### src/rtl/rans_enc_ctrl_if.sv
// Signal bundle between the rANS frame controller, its config/symbol sources and the encoder datapath.
interface rans_enc_ctrl_if #(
    parameter int SYMBOL_WIDTH = 4,
    parameter int LOG_M        = 10
) ();
    // cfg_* and sym_* beats transfer on a rising clk edge where valid and ready are both high; a
    // source holds valid/data until that edge, and valid never waits on ready. dp_step is issued
    // only while dp_ready is high, so each strobe is one accepted encode step.
    logic                    cfg_valid;
    logic                    cfg_ready;
    logic [LOG_M:0]          cfg_freq;
    logic                    sym_valid;
    logic                    sym_ready;
    logic [SYMBOL_WIDTH-1:0] sym;
    logic                    dp_wr_en;
    logic [SYMBOL_WIDTH-1:0] dp_wr_sel;
    logic [LOG_M:0]          dp_wr_freq;
    logic [LOG_M:0]          dp_wr_cumul;
    logic                    dp_step;
    logic [SYMBOL_WIDTH-1:0] dp_sym;
    logic                    dp_ready;
    logic                    dp_flush;
    logic                    dp_flush_done;

    modport slave (
        input  cfg_valid, cfg_freq, sym_valid, sym, dp_ready, dp_flush_done,
        output cfg_ready, sym_ready, dp_wr_en, dp_wr_sel, dp_wr_freq, dp_wr_cumul,
               dp_step, dp_sym, dp_flush
    );

    modport master (
        output cfg_valid, cfg_freq, sym_valid, sym, dp_ready, dp_flush_done,
        input  cfg_ready, sym_ready, dp_wr_en, dp_wr_sel, dp_wr_freq, dp_wr_cumul,
               dp_step, dp_sym, dp_flush
    );
endinterface

### src/rtl/rans_enc_ctrl.sv
// rANS encoder frame sequencer: loads freq/cumul tables, checks they sum to 2^LOG_M,
// streams one frame of symbols into the datapath and finishes with a state flush.
module rans_enc_ctrl #(
    parameter int SYMBOL_WIDTH = 4,
    parameter int NUM_SYMBOLS  = 16,
    parameter int LOG_M        = 10,
    parameter int LEN_WIDTH    = 16
) (
    input  logic                 clk,
    input  logic                 rst_n,
    input  logic                 start,
    input  logic [LEN_WIDTH-1:0] frame_len,
    rans_enc_ctrl_if.slave       bus,
    output logic                 busy,
    output logic                 done,
    output logic                 cfg_err,
    output logic                 sym_err,
    output logic [LEN_WIDTH-1:0] sym_count,
    output logic [2:0]           state_dbg
);
    localparam int SUM_W = LOG_M + 2;
    localparam logic [SUM_W-1:0]        M_TOTAL  = SUM_W'(1) << LOG_M;
    localparam logic [SYMBOL_WIDTH-1:0] LAST_IDX = SYMBOL_WIDTH'(NUM_SYMBOLS - 1);

    typedef enum logic [2:0] {
        S_IDLE       = 3'd0,
        S_CFG        = 3'd1,
        S_RUN        = 3'd2,
        S_FLUSH      = 3'd3,
        S_WAIT_FLUSH = 3'd4,
        S_DONE       = 3'd5
    } state_t;

    state_t state, state_next;

    logic [LEN_WIDTH-1:0]    len_q;
    logic [LEN_WIDTH-1:0]    count_q;
    logic [SYMBOL_WIDTH-1:0] index_q;
    logic [SUM_W-1:0]        sum_q;
    logic [NUM_SYMBOLS-1:0]  zero_mask_q;
    logic                    cfg_err_q;
    logic                    sym_err_q;
    logic                    wr_en_q;
    logic [SYMBOL_WIDTH-1:0] wr_sel_q;
    logic [LOG_M:0]          wr_freq_q;
    logic [LOG_M:0]          wr_cumul_q;

    logic [SUM_W-1:0]     sum_next;
    logic [LEN_WIDTH-1:0] count_next;
    logic                 last_beat;
    logic                 cfg_ready_c;
    logic                 sym_ready_c;
    logic                 cfg_fire;
    logic                 sym_fire;
    logic                 step_c;
    logic                 flush_c;

    assign sum_next   = sum_q + SUM_W'(bus.cfg_freq);
    assign count_next = count_q + LEN_WIDTH'(1);
    assign last_beat  = (index_q == LAST_IDX);

    always_ff @(posedge clk) begin
        if (!rst_n) state <= S_IDLE;
        else        state <= state_next;
    end

    always_comb begin
        state_next  = state;
        cfg_ready_c = 1'b0;
        sym_ready_c = 1'b0;
        cfg_fire    = 1'b0;
        sym_fire    = 1'b0;
        step_c      = 1'b0;
        flush_c     = 1'b0;
        case (state)
            S_IDLE: begin
                if (start) state_next = S_CFG;
            end
            S_CFG: begin
                cfg_ready_c = 1'b1;
                cfg_fire    = bus.cfg_valid;
                // The sum check uses the in-flight beat so RUN can follow the last beat directly.
                if (cfg_fire && last_beat) begin
                    if (sum_next != M_TOTAL)            state_next = S_IDLE;
                    else if (len_q == '0)               state_next = S_FLUSH;
                    else                                state_next = S_RUN;
                end
            end
            S_RUN: begin
                sym_ready_c = bus.dp_ready;
                sym_fire    = bus.sym_valid & bus.dp_ready;
                step_c      = sym_fire & ~zero_mask_q[bus.sym];
                if (sym_fire && count_next == len_q) state_next = S_FLUSH;
            end
            S_FLUSH: begin
                flush_c    = 1'b1;
                state_next = S_WAIT_FLUSH;
            end
            S_WAIT_FLUSH: begin
                if (bus.dp_flush_done) state_next = S_DONE;
            end
            S_DONE: begin
                state_next = S_IDLE;
            end
            default: state_next = S_IDLE;
        endcase
    end

    always_ff @(posedge clk) begin
        if (!rst_n) begin
            len_q       <= '0;
            count_q     <= '0;
            index_q     <= '0;
            sum_q       <= '0;
            zero_mask_q <= '0;
            cfg_err_q   <= 1'b0;
            sym_err_q   <= 1'b0;
            wr_en_q     <= 1'b0;
            wr_sel_q    <= '0;
            wr_freq_q   <= '0;
            wr_cumul_q  <= '0;
        end else begin
            wr_en_q <= cfg_fire;
            if (state == S_IDLE && start) begin
                len_q       <= frame_len;
                count_q     <= '0;
                index_q     <= '0;
                sum_q       <= '0;
                zero_mask_q <= '0;
                cfg_err_q   <= 1'b0;
                sym_err_q   <= 1'b0;
            end
            if (cfg_fire) begin
                wr_sel_q   <= index_q;
                wr_freq_q  <= bus.cfg_freq;
                wr_cumul_q <= sum_q[LOG_M:0];
                sum_q      <= sum_next;
                index_q    <= index_q + SYMBOL_WIDTH'(1);
                if (bus.cfg_freq == '0)                 zero_mask_q[index_q] <= 1'b1;
                if (last_beat && sum_next != M_TOTAL)   cfg_err_q <= 1'b1;
            end
            if (sym_fire) begin
                count_q <= count_next;
                if (zero_mask_q[bus.sym]) sym_err_q <= 1'b1;
            end
        end
    end

    assign bus.cfg_ready   = cfg_ready_c;
    assign bus.sym_ready   = sym_ready_c;
    assign bus.dp_wr_en    = wr_en_q;
    assign bus.dp_wr_sel   = wr_sel_q;
    assign bus.dp_wr_freq  = wr_freq_q;
    assign bus.dp_wr_cumul = wr_cumul_q;
    assign bus.dp_step     = step_c;
    assign bus.dp_sym      = step_c ? bus.sym : '0;
    assign bus.dp_flush    = flush_c;

    assign busy      = (state != S_IDLE);
    assign done      = (state == S_DONE);
    assign cfg_err   = cfg_err_q;
    assign sym_err   = sym_err_q;
    assign sym_count = count_q;
    assign state_dbg = state;
endmodule

### src/flat_wrapper.sv
// flat-port wrapper written by rule: the top's interface ports become plain ports
module rans_enc_ctrl_flat 
#(
    parameter int SYMBOL_WIDTH = 4,
    parameter int NUM_SYMBOLS  = 16,
    parameter int LOG_M        = 10,
    parameter int LEN_WIDTH    = 16
)
  (clk, rst_n, start, frame_len, busy, done, cfg_err, sym_err, sym_count, state_dbg, bus_cfg_valid, bus_cfg_freq, bus_sym_valid, bus_sym, bus_dp_ready, bus_dp_flush_done, bus_cfg_ready, bus_sym_ready, bus_dp_wr_en, bus_dp_wr_sel, bus_dp_wr_freq, bus_dp_wr_cumul, bus_dp_step, bus_dp_sym, bus_dp_flush);
  rans_enc_ctrl_if #(.SYMBOL_WIDTH(SYMBOL_WIDTH), .LOG_M(LOG_M)) bus_i ();
  input  logic clk;
  input  logic rst_n;
  input  logic start;
  input  logic [LEN_WIDTH-1:0] frame_len;
  output logic busy;
  output logic done;
  output logic cfg_err;
  output logic sym_err;
  output logic [LEN_WIDTH-1:0] sym_count;
  output logic [2:0] state_dbg;
  input wire logic [$bits(bus_i.cfg_valid)-1:0] bus_cfg_valid;
  input wire logic [$bits(bus_i.cfg_freq)-1:0] bus_cfg_freq;
  input wire logic [$bits(bus_i.sym_valid)-1:0] bus_sym_valid;
  input wire logic [$bits(bus_i.sym)-1:0] bus_sym;
  input wire logic [$bits(bus_i.dp_ready)-1:0] bus_dp_ready;
  input wire logic [$bits(bus_i.dp_flush_done)-1:0] bus_dp_flush_done;
  output wire logic [$bits(bus_i.cfg_ready)-1:0] bus_cfg_ready;
  output wire logic [$bits(bus_i.sym_ready)-1:0] bus_sym_ready;
  output wire logic [$bits(bus_i.dp_wr_en)-1:0] bus_dp_wr_en;
  output wire logic [$bits(bus_i.dp_wr_sel)-1:0] bus_dp_wr_sel;
  output wire logic [$bits(bus_i.dp_wr_freq)-1:0] bus_dp_wr_freq;
  output wire logic [$bits(bus_i.dp_wr_cumul)-1:0] bus_dp_wr_cumul;
  output wire logic [$bits(bus_i.dp_step)-1:0] bus_dp_step;
  output wire logic [$bits(bus_i.dp_sym)-1:0] bus_dp_sym;
  output wire logic [$bits(bus_i.dp_flush)-1:0] bus_dp_flush;
  assign bus_i.cfg_valid = bus_cfg_valid;
  assign bus_i.cfg_freq = bus_cfg_freq;
  assign bus_i.sym_valid = bus_sym_valid;
  assign bus_i.sym = bus_sym;
  assign bus_i.dp_ready = bus_dp_ready;
  assign bus_i.dp_flush_done = bus_dp_flush_done;
  assign bus_cfg_ready = bus_i.cfg_ready;
  assign bus_sym_ready = bus_i.sym_ready;
  assign bus_dp_wr_en = bus_i.dp_wr_en;
  assign bus_dp_wr_sel = bus_i.dp_wr_sel;
  assign bus_dp_wr_freq = bus_i.dp_wr_freq;
  assign bus_dp_wr_cumul = bus_i.dp_wr_cumul;
  assign bus_dp_step = bus_i.dp_step;
  assign bus_dp_sym = bus_i.dp_sym;
  assign bus_dp_flush = bus_i.dp_flush;
  rans_enc_ctrl #(.SYMBOL_WIDTH(SYMBOL_WIDTH), .NUM_SYMBOLS(NUM_SYMBOLS), .LOG_M(LOG_M), .LEN_WIDTH(LEN_WIDTH)) u_core (.clk(clk), .rst_n(rst_n), .start(start), .frame_len(frame_len), .bus(bus_i), .busy(busy), .done(done), .cfg_err(cfg_err), .sym_err(sym_err), .sym_count(sym_count), .state_dbg(state_dbg));
endmodule
### config.mk
export PLATFORM = sky130hd
export DESIGN_NAME = rans_enc_ctrl_flat
export DESIGN_NICKNAME = d
export VERILOG_FILES = /design/src/rtl/rans_enc_ctrl_if.sv /design/src/rtl/rans_enc_ctrl.sv /design/src/flat_wrapper.sv
export SDC_FILE = /design/constraint.sdc
export NUM_CORES = 1
export LEC_CHECK = 0
export ABC_AREA = 1
export CAP_MARGIN = 20
export CORE_MARGIN = 1.5
export CORE_UTILIZATION = 50
export DETAILED_ROUTE_END_ITERATION = 8
export GPL_TIMING_DRIVEN = 0
export PLACE_DENSITY = 0.77
export SETUP_SLACK_MARGIN = 0.02
export SYNTH_ARGS = -nofsm -noshare
export SYNTH_HDL_FRONTEND = slang
export SYNTH_SLANG_ARGS = --single-unit
### constraint.sdc
create_clock -name clk -period 3.3 [get_ports clk]
set_input_delay 0.66 -clock clk [delete_from_list [all_inputs] [get_ports clk]]
set_output_delay 0.66 -clock clk [all_outputs]
set_load 0.01 [all_outputs]
# Word level (Yosys, flattened, before mapping)
# Index checks and enable logic that the tools add are counted.
# totals
reg_bits	96
input_bits	38
# op_classes
n_bitwise	4
add_sub_neg	3
n_reduce_logical	12
eq_ne	12
muxes	34
magnitude_cmp	3
# op_table
operator	count
two-way mux 16 bit	6
two-way mux 12 bit	2
adder 16 x 1 -> 16 bit, second input constant	1
equality test 16 bit	1
zero test 16 bit	1
bitwise OR 16 bit	1
two-way mux 1 bit	15
two-way mux 3 bit	5
one-hot mux 3 bit (5 select lines)	1
adder 12 x 11 -> 12 bit	1
two-way mux 4 bit	3
!= test 12 x 11 -> 1 bit, second input constant	1
zero test 11 bit	1
less-than comparator 4 x 5 -> 1 bit, second input constant	2
equality test 3 x 2 -> 1 bit, second input constant	2
equality test 3 bit, second input constant	2
logical AND 1 bit	5
adder 4 x 1 -> 4 bit, second input constant	1
binary-select mux 1 bit (select 4 bit)	1
demux 1 bit (select 4 bit)	1
equality test 4 bit, second input constant	1
greater-or-equal comparator 4 x 1 -> 1 bit, second input constant	1
!= test 2 x 1 -> 1 bit, second input constant	2
!= test 2 bit, second input constant	2
7 further kinds	9

# Depth between registers and ports, before layout
# Gate-level depths: netlist of the first run.
# logic_depth
word_depth	7
ltp_mapped	17
depth_no_buf	17

# Worst setup path after synthesis of the first run
# No wires, ideal clock.
# synth_timing
kind	input -> output
from	input port bus_sym[0]
to	output port bus_dp_sym[0]
stages	9
arrival_ns	1.854
required_ns	2.640
n_path_buf	1
setup_slack_ns	0.786
cell_sequence	buf_2 -> inv_1 -> o21ai_0 -> o22ai_1 -> o211ai_1 -> nand2_1 -> nor2_1 -> inv_1 -> nor2_1
# synth_between
elab_chain_cells	6
# synth_lines
element	line_no	rtl
from (decl)	flat_wrapper.sv:24	input wire logic [$bits(bus_i.sym)-1:0] bus_sym;
binary-select mux 1 bit (select 4 bit)	rans_enc_ctrl.sv:92	step_c = sym_fire & ~zero_mask_q[bus.sym];
two-way mux 1 bit (not written as such)	rans_enc_ctrl.sv:92	
inverter 1 bit	rans_enc_ctrl.sv:92	
bitwise AND 1 bit	rans_enc_ctrl.sv:92	
two-way mux 1 bit	rans_enc_ctrl.sv:75	case (state)
via bus_dp_step	flat_wrapper.sv:33	output wire logic [$bits(bus_i.dp_step)-1:0] bus_dp_step;
two-way mux 4 bit	rans_enc_ctrl.sv:156	assign bus.dp_sym = step_c ? bus.sym : '0;
to (decl)	flat_wrapper.sv:34	output wire logic [$bits(bus_i.dp_sym)-1:0] bus_dp_sym;
# The timed path passes the listed nets, and every way through them passes these cells. The select of a mux whose other input is x is not followed.

# Worst setup path after layout of the first run
# layout_timing
from	input port bus_dp_ready
to	output port bus_dp_sym[2]
# layout_between
elab_chain_cells	4
# layout_lines
element	line_no	rtl
from (decl)	flat_wrapper.sv:25	input wire logic [$bits(bus_i.dp_ready)-1:0] bus_dp_ready;
bitwise AND 1 bit	rans_enc_ctrl.sv:91	sym_fire = bus.sym_valid & bus.dp_ready;
bitwise AND 1 bit	rans_enc_ctrl.sv:92	
two-way mux 1 bit	rans_enc_ctrl.sv:75	
two-way mux 4 bit	rans_enc_ctrl.sv:156	
# Every way passes these cells.

==> results of run 1 <==
==> kinds of logic (layout without fill, tap and decap cells) <==
group | Yosys count | count (layout) | synth area share [%]
AND/OR/NAND/NOR | 359 | 359 | 30.92
buffers and inverters | 129 | 241 | 9.655
flip-flops | 96 | 96 | 37.55
XOR/XNOR | 5 | 5 | 1.271
AO/OA/AOI/OAI | 156 | 156 | 16.30
adder cells (fa/ha/maj) | 17 | 17 | 4.302
==> layer usage <==
layer	up-vias	GRT usage (%)
met1	2453	35.09
li1	2696	-
met2	139	49.91
met5	-	0
met3	29	3.947
met4	0	9.921
==> final timing paths <==
path,start,slack (ns),end
setup reg to reg,u_core.sum_q[0],0.79,u_core.cfg_err
setup / recovery,bus_dp_ready,0.18,bus_dp_sym[2]
hold / removal,u_core.cfg_err,0.47,u_core.cfg_err
hold reg to reg,u_core.cfg_err,0.47,u_core.cfg_err
==> power groups by stage <==
stage | logic, uW | clock network, uW | registers (uW)
3_3_place_gp | 530 | 0 | 1290
5_1_grt | 607 | 935 | 1270
6_report | 546 | 878 | 1260
2_1_floorplan | 298 | 0 | 1300
4_1_cts | 543 | 891 | 1260
3_5_place_dp | 538 | 0 | 1290
==> cell type report <==
cell class | instances | area share [%]
flip-flops and latches | 96 | 29.68
well taps | 133 | 2.569
inverters | 103 | 5.968
clock inverters | 5 | 1.313
clock buffers | 11 | 2.182
multi-input cells | 537 | 41.91
plain buffers | 26 | 1.661
repair buffers | 96 | 14.72
==> cell usage in the layout (no fill, tap or decap), types with 10 or more instances in the layout <==
master           count
nand2_1            175
inv_1               98
dfxtp_1             95
clkdlybuf4s50_1     90
o21ai_0             74
nand3_1             68
nor2_1              67
a21oi_1             60
clkbuf_1            18
ha_1                16
nand4_1             15
clkbuf_8            10
==> critical path, stage by stage <==
cell,delay (ns)
clkdlybuf4s50_1,0.48
nand2_1,0.12
nor2_4,0.19
inv_1,0.15
nor2_2,0.15
inv_1,0.08
nor2_1,0.09
clkdlybuf4s50_1,0.54
==> state kept, by name, indices dropped and copies added (netlist names) <==
signal / cells
u_core.bus.dp_wr_cumul: 11
u_core.bus.dp_wr_sel: 4
u_core.bus.dp_wr_en: 1
u_core.bus.dp_wr_freq: 11
u_core.sum_q: 12
u_core.cfg_err: 1
u_core.state_dbg: 3
u_core.sym_count: 16
u_core.len_q: 16
u_core.zero_mask_q: 16
u_core.index_q: 4
u_core.sym_err: 1
==> timing repair <==
action | CTS | global route
setup endpoints to repair | 4 | 3
endpoints found under the hold margin | 0 | 0
buffers inserted | 0 | 3
resized for setup | 3 | 4
gates cloned | 0 | 0
pin swaps | 0 | 1
==> per-stage QoR <==
step	instance area, um2	worst slack, ns	setup TNS (ns)	hold slack (ns)	power (uW)
final	6479	0.1817	0	0.4738	2688
after global routing	6479	0.03763	0	0.4985	2813
after detailed placement	6216	-0.1116	-0.1876	0.4617	1826
after floorplan	5119	0.7861	0	0.4426	1596
after CTS	6445	0.02260	0	0.4793	2696
after global placement	6216	-0.07508	-0.3527	0.4595	1816
==> run_results.csv, run 1 <==
group,metric,value,unit
layout,fill_cells,898,
clock_network,htreeDepth,3,
route,wl_per_cell,14.78,um
logic_synthesis,ys_seq_elements,96,
layout,final_nets,924,
logic_synthesis,synth_seq_area_share,37.55,%
route,drcViolationCount,0,
sta,hold_viol,0,
route,first_pass_iters,5,
logic_synthesis,synth-async-reset-ratio,0,%
sta,rsz0062_at_grt,"false",
global_route,grt_max_degree,17,
logic_synthesis,syn_inst,762,
clock_network,ctsHoldBuffers,0,
route,routedLengthMet1,6617,um
route,num_vias,5317,
worst_setup_path,required,2.64,ns
worst_setup_path,endpoint_kind,"primary output",
clock_network,clock_sink_count,96,
power_and_ir_drop,seq_power_share,47.0,%
floorplanning,start_util,51.89,%
clock_network,cts_tree,"done",
route,drt_iter0_markers,283,
sta,slew_headroom,56.68,%
logic_synthesis,yosys-top-cells-area,"dfxtp_1 (38%), nand2_1 (13%), o21ai_0 (7.2%), inv_1 (7.2%), nand3_1 (6.6%)",
global_route,antenna_found_initial,0,
floorplanning,fp.dieH,104.2,um
layout,drive_gt1_share,6.522,%
global_route,grt_pass1_wl,24870,um
logic_synthesis,synth.largest_area_cell,"dfxtp_1",
logic_synthesis,syn_nets,817,
power_and_ir_drop,swShare,29.27,%
logic_synthesis,synth_common_cells,"nand2_1 (175), inv_1 (98), dfxtp_1 (96)",
power_and_ir_drop,internal_power,1901,uW
global_route,grt_overflow,0,
layout,seq_area,1923,um2
power_and_ir_drop,peakVddDrop,0.2859,mV
worst_setup_path,crit_fanout,6,
worst_hold_path,hold_path_class,"reg2reg",
layout,area_delta_synth_final,26.57,%
floorplanning,ioPinCount,96,
logic_synthesis,synth_enable_flop_cells,0,
sta,period_needed,3.118,ns
floorplanning,dieArea,10850,um2
logic_synthesis,synthDominantCellAreaShare,37.55,%
clock_network,cts_root_buf,"clkbuf_8",
route,drt.antenna.violating_nets,0,
route,viasPerCell,5.280,
clock_network,insertion_delay,0.36,ns
sta,max_freq,320.7,MHz
sta,setup_viol,0,
place,dpl.hpwl,11640,um
clock_network,clock_path_buffers,2,
global_route,grt_pass1_vias,5195,
clock_network,cts_inserted_buffers,9,
route,wl_met2,7247,um
worst_setup_path,start_kind,"primary input",
route,wl_met3,667,um
floorplanning,core-area,9864,um2
layout,fin_util,65.68,%
status,outcome,"finished clean",
worst_setup_path,reg2reg_depth,12,
job,maxCapViolations,0,
logic_synthesis,synth_flop_cell,"dfxtp_1",
layout,final_cell_count_no_fill,1007,
place,dpl.cell_count,988,
sta,slew_viol_final,0,
logic_synthesis,synth_cell_types,40,
logic_synthesis,yosys_warnings,0,
sta,fin_crit_sh,94.49,%
logic_synthesis,syn-cell-area,5119,um2
floorplanning,num_rows,36,
layout,multiInputGateArea,2715,um2
power_and_ir_drop,clkPwrFrac,32.7,%
clock_network,clk_pin_slew,0.10,ns
logic_synthesis,synth.avg_cell_area,6.717,um2
power_and_ir_drop,cellPowerDensity,414.9,nW/um2
place,numPortBuffers,93,
layout,diodes,0,
power_and_ir_drop,p_switching,786.8,uW
worst_hold_path,hold_depth,2,
logic_synthesis,synth_most_common_cell,"nand2_1",
sta,fin_skew,0.008897,ns
worst_setup_path,arrival,2.46,ns
power_and_ir_drop,p_comb_share,20.3,%
global_route,grt_util_all_layers,28.25,%
worst_setup_path,crit_type,"in2out",
floorplanning,die_w,104.2,um
power_and_ir_drop,p_leak,0.002652,uW
place,place_congestion,0.9184,
route,routed_wl,14890,um
sta,tightest_slew,0.6498,ns
route,highest_layer,"met4",
No activity file was read; power rests on OpenSTA's default activity.
==> run 2: changes to the inputs <==
- TNS_END_PERCENT: unset -> 20
==> run 2 against run 1 <==
Critical path type unchanged; die area is the same; clock power barely moved; critical endpoint unchanged; largest cell class unchanged; clock skew rose by 0.00068 ns; largest power group unchanged; global-route usage is the same.
==> run_results.csv, run 2 (synthesis gave the netlist of run 1 again) <==
group,metric,value,unit
global_route,grt_pass1_vias,5195,
route,drcViolationCount,0,
clock_network,post_cts_buffers,0,
worst_setup_path,crit_fanout,8,
sta,fin_crit_sh,94.45,%
place,numPortBuffers,93,
sta,slew_headroom,55.69,%
clock_network,htreeDepth,3,
global_route,grt_pass1_wl,24870,um
place,place_congestion,0.9184,
sta,period_needed,3.117,ns
layout,final_cell_mix,"nand2_1 (175), inv_1 (97), dfxtp_1 (95)",
power_and_ir_drop,p_leak,0.002650,uW
floorplanning,num_rows,36,
clock_network,clock_sink_count,96,
power_and_ir_drop,clkPwrFrac,32.7,%
worst_setup_path,arrival,2.46,ns
power_and_ir_drop,p_switching,786.6,uW
layout,fin_util,65.49,%
clock_network,clock_path_buffers,2,
worst_hold_path,hold_path_class,"reg2reg",
sta,hold_viol,0,
power_and_ir_drop,p_comb_share,20.3,%
sta,max_freq,320.8,MHz
route,wl_per_cell,14.75,um
layout,final_cell_count_no_fill,1004,
power_and_ir_drop,seq_power_share,47.0,%
job,maxCapViolations,0,
floorplanning,dieArea,10850,um2
power_and_ir_drop,internal_power,1901,uW
sta,setup_viol,0,
floorplanning,die_w,104.2,um
floorplanning,ioPinCount,96,
worst_setup_path,crit_type,"in2out",
worst_setup_path,endpoint_kind,"primary output",
place,dp_worst_setup_slack,-0.1116,ns
route,viasPerCell,5.279,
clock_network,cts_inserted_buffers,9,
sta,tns,0,ns
worst_setup_path,start_kind,"primary input",
sta,rsz0062_at_grt,"false",
clock_network,clk_pin_slew,0.10,ns
global_route,grt_util_all_layers,28.25,%
route,drt_iter0_markers,299,
global_route,antenna_found_initial,0,
status,outcome,"finished clean",
place,dpl.cell_count,988,
floorplanning,start_util,51.89,%
layout,area_delta_synth_final,26.20,%
sta,fin_skew,0.009573,ns
worst_setup_path,required,2.64,ns
sta,slew_viol_final,0,
power_and_ir_drop,peakVddDrop,0.2863,mV
layout,layout_commonest_cell,"nand2_1",
place,dpl.hpwl,11640,um
layout,drive_gt1_share,6.315,%
layout,fill_cells,901,
power_and_ir_drop,swShare,29.27,%
global_route,grt_max_degree,17,
global_route,grt_overflow,0,
layout,final_nets,921,
sta,setup_ws,0.1830,ns
route,routed_wl,14810,um
clock_network,cts_tree,"done",
floorplanning,fp.dieH,104.2,um
layout,diodes,0,
sta,tightest_slew,0.6647,ns
route,first_pass_iters,5,
floorplanning,core-area,9864,um2
route,num_vias,5300,
clock_network,cts_root_buf,"clkbuf_8",
power_and_ir_drop,cellPowerDensity,416.1,nW/um2
clock_network,insertion_delay,0.36,ns
route,drt.antenna.violating_nets,0,
run 2: changes by cell type in the layout (fill, tap and decap cells not counted):
cell	change
buf_4	-3
dlymetal6s2s_1	+1
inv_2	+1
dlygate4sd2_1	-1
inv_1	-1
run 2: worst max-delay path: stages:
cell and delay (ns):
clkdlybuf4s50_1 0.48, nand2_1 0.12, nor2_4 0.24, inv_2 0.11, nor2_2 0.13, inv_1 0.08
nor2_1 0.09, clkdlybuf4s50_1 0.54
run 2: final timing paths:
path / from / to / slack [ns] / cells after the start
hold / removal: u_core.cfg_err / u_core.cfg_err / 0.47 / 2
hold reg to reg: u_core.cfg_err / u_core.cfg_err / 0.47 / 2
setup / recovery: bus_dp_ready / bus_dp_sym[2] / 0.18 / 8
setup reg to reg: u_core.sum_q[0] / u_core.state_dbg[1] / 0.83 / 15
run 2: final cells by class:
| class | instances | area (um2) | share of cell area, % |
|---|---|---|---|
| buffer | 26 | 107.6 | 1.666 |
| tap | 133 | 166.4 | 2.576 |
| multi-input combinational | 537 | 2715 | 42.03 |
| sequential | 96 | 1923 | 29.77 |
| clock inverter | 5 | 85.08 | 1.317 |
| clock buffer | 11 | 141.4 | 2.189 |
| timing repair buffer | 93 | 934.6 | 14.47 |
| inverter | 103 | 386.6 | 5.985 |
run 2: what timing repair did:
item / in CTS / in global routing
hold buffers: 0 / 0
gates resized for setup: 2 / 6
setup endpoints to repair: 4 / 4
run 2: through the flow:
stage          power, uW  hold slack, ns  instance area, um2
6_report            2688          0.4738                6460
3_3_place_gp        1816          0.4595                6216
4_1_cts             2696          0.4793                6446
2_1_floorplan       1596          0.4426                5119
3_5_place_dp        1826          0.4617                6216
5_1_grt             2813          0.4985                6460
run 2: power by group through the flow:
stage	sequential (uW)	combinational [uW]	clock, uW
final	1260	545	879
after floorplan	1300	298	0
after global routing	1270	607	935
after CTS	1260	543	891
after global placement	1290	530	0
after detailed placement	1290	538	0
run 2: metal layers:
layer / global-route usage (%) / share of wire [%] / up-vias
met2: 49.91 / 49 / 143
met1: 35.09 / 44 / 2441
li1: - / - / 2690
met4: 9.921 / 2.3 / 0
met5: 0 / 0 / -
met3: 3.947 / 4.6 / 26
==> variant (settings of run 2) <==
Make the reset (`rst_n`) asynchronous in 2 clocked blocks.
--- a/src/rtl/rans_enc_ctrl.sv
+++ b/src/rtl/rans_enc_ctrl.sv
@@ -59,7 +59,7 @@
     assign count_next = count_q + LEN_WIDTH'(1);
     assign last_beat  = (index_q == LAST_IDX);
 
-    always_ff @(posedge clk) begin
+    always_ff @(posedge clk or negedge rst_n) begin
         if (!rst_n) state <= S_IDLE;
         else        state <= state_next;
     end
@@ -106,7 +106,7 @@
         endcase
     end
 
-    always_ff @(posedge clk) begin
+    always_ff @(posedge clk or negedge rst_n) begin
         if (!rst_n) begin
             len_q       <= '0;
             count_q     <= '0;
Check against the original RTL: differs if rst_n is asserted again (counterexample within 4 cycles, from zero or initial values and one cycle with rst_n low); with rst_n held inactive, the same outputs for 10 cycles.
==> variant against run 2 <==
  * Synthesized cell count fell by 6.7%
  * Core utilization down 0.51 points
  * Wire length is 1.1% lower
  * Sequential cell count unchanged
  * Count of clock-buffer cells in the layout decreased by 2
  * Hold slack worse by 0.22 ns
  * Synthesized area increased by 4.8%
  * Cell area is 4.3% higher
  * First-iteration DRC count fell by 2.0%
  * Worst setup slack got worse by 0.038 ns
Power is not compared: it rests on default switching activity, and its combinational part moved more than twofold at a synthesized area within 25%.
==> variant: results (changes against run 2) <==
fillers: 923  # was 901
vias_per_cell: 5.390  # was 5.279
async_flop_share_pct: 100.0  # was 0%
grt_max_degree: 58  # was 17
startpoint_type: "flip-flop"  # was input port
synth_fa_ha_area_share_pct: 4.105  # was 4.302%
synth_seq_area_share_pct: 44.79  # was 37.55%
syn_nets: 766  # was 817
synth_area_per_cell_um2: 7.544  # was 6.717 um^2
drt-initial-drc-count: 293  # was 299
grt_pass1_wl_um: 24610  # was 24870 um
ys_types: 41  # was 40
reg2reg_from: "u_core.sum_q[0]"  # unchanged
synthTopCellsByCount: "nand2_1, dfrtp_1, inv_1"  # was nand2_1, inv_1, dfxtp_1
place_congestion: 0.8943  # was 0.9184
fin_cells: 960  # was 1004
critPathMaxFanout: 4  # was 8
synth_area_leaders: "dfrtp_1, nand2_1, inv_1, o21ai_0, nand3_1"  # was dfxtp_1, nand2_1, o21ai_0, inv_1, nand3_1
place_ws_ns: -0.1010  # was -0.1116 ns
arrival_ns: 2.50  # was 2.46 ns
worstSetupStartpoint: "u_core.state_dbg[2]"  # was bus_dp_ready
slew_headroom_pct: 62.26  # was 55.69%
io_buffers: 94  # was 93
hold_path.class: "in2async"  # was reg2reg
layout.nets: 874  # was 921
synth_compound_area_share_pct: 11.17  # was 16.30%
synthXorXnorAreaFrac_pct: 2.006  # was 1.271%
dp_cells: 942  # was 988
grt.total_usage_pct: 27.36  # was 28.25%
placed_area_um2: 6500  # was 6216 um^2
outcome: "complete, no violations"  # unchanged
==> variant: critical path, delay by kind of cell (launching register included) <==
family | cells | cell delay [ns]
buffers and inverters | 5 | 0.96
AND/OR/NAND/NOR | 5 | 0.72
flip-flops | 1 | 0.44
==> variant: layout make-up <==
cell class | count | area (um^2) | share of cell area (%)
Multi-Input combinational cell | 503 | 2546 | 37.79
Sequential cell | 96 | 2402 | 35.65
Timing Repair Buffer | 97 | 979.7 | 14.54
Inverter | 97 | 367.9 | 5.460
Tap cell | 136 | 170.2 | 2.526
Clock buffer | 9 | 123.9 | 1.838
Clock inverter | 7 | 86.33 | 1.281
Buffer | 15 | 61.31 | 0.9099
==> variant: what timing repair did <==
action                                  CTS  global route
endpoints found under the setup margin    5             4
gates resized for setup                   4             2
setup buffers                             2             0
pin swaps                                 1             0
==> variant: cell families after synthesis <==
kind of cell | count (synthesis)
AOI/OAI and AO/OA | 107
xor gates and xnor gates | 9
adders and majority gates | 17
buffers and inverters | 112
DFF | 96
and+or+nand+nor | 370
==> variant: stage by stage <==
step | hold slack (ns) | setup TNS [ns]
floorplan | 0.3644 | 0
global placement | 0.4655 | -188.61
detailed placement | 0.4711 | -0.3785
CTS | 0.2604 | 0
global route | 0.2979 | 0
finish | 0.2579 | 0
==> variant: report_power, final <==
part	total [W]	leakage [nW]	internal [W]	switching, W
clock network	0.000826	0.104	0.000368	0.000459
logic	0.00193	1.87	0.000799	0.00113
registers	0.00173	1.25	0.00150	0.000224
==> variant: layer usage <==
metal  global-route usage (%)  part of all wire (%)  vias up
met2                    43.22                    46      181
li1                         -                     -     2507
met3                    2.857                   6.1       22
met1                    39.05                    46     2464
met5                        0                     0        -
met4                    10.29                   2.0        0
==> variant: path summary, 6_finish.rpt <==
| path | end | slack, ns | depth (start not counted) |
|---|---|---|---|
| worst max register to register | u_core.state_dbg[0] | 0.97 | 13 |
| worst min register to register | u_core.zero_mask_q[5] | 0.49 | 2 |
| worst min-delay path | u_core.sum_q[4] | 0.26 | 1 |
| max in group asynchronous | u_core.len_q[3] | 2.39 | 2 |
| worst max-delay path | bus_dp_sym[1] | 0.14 | 10 |
| min in group clk | u_core.zero_mask_q[5] | 0.49 | 2 |
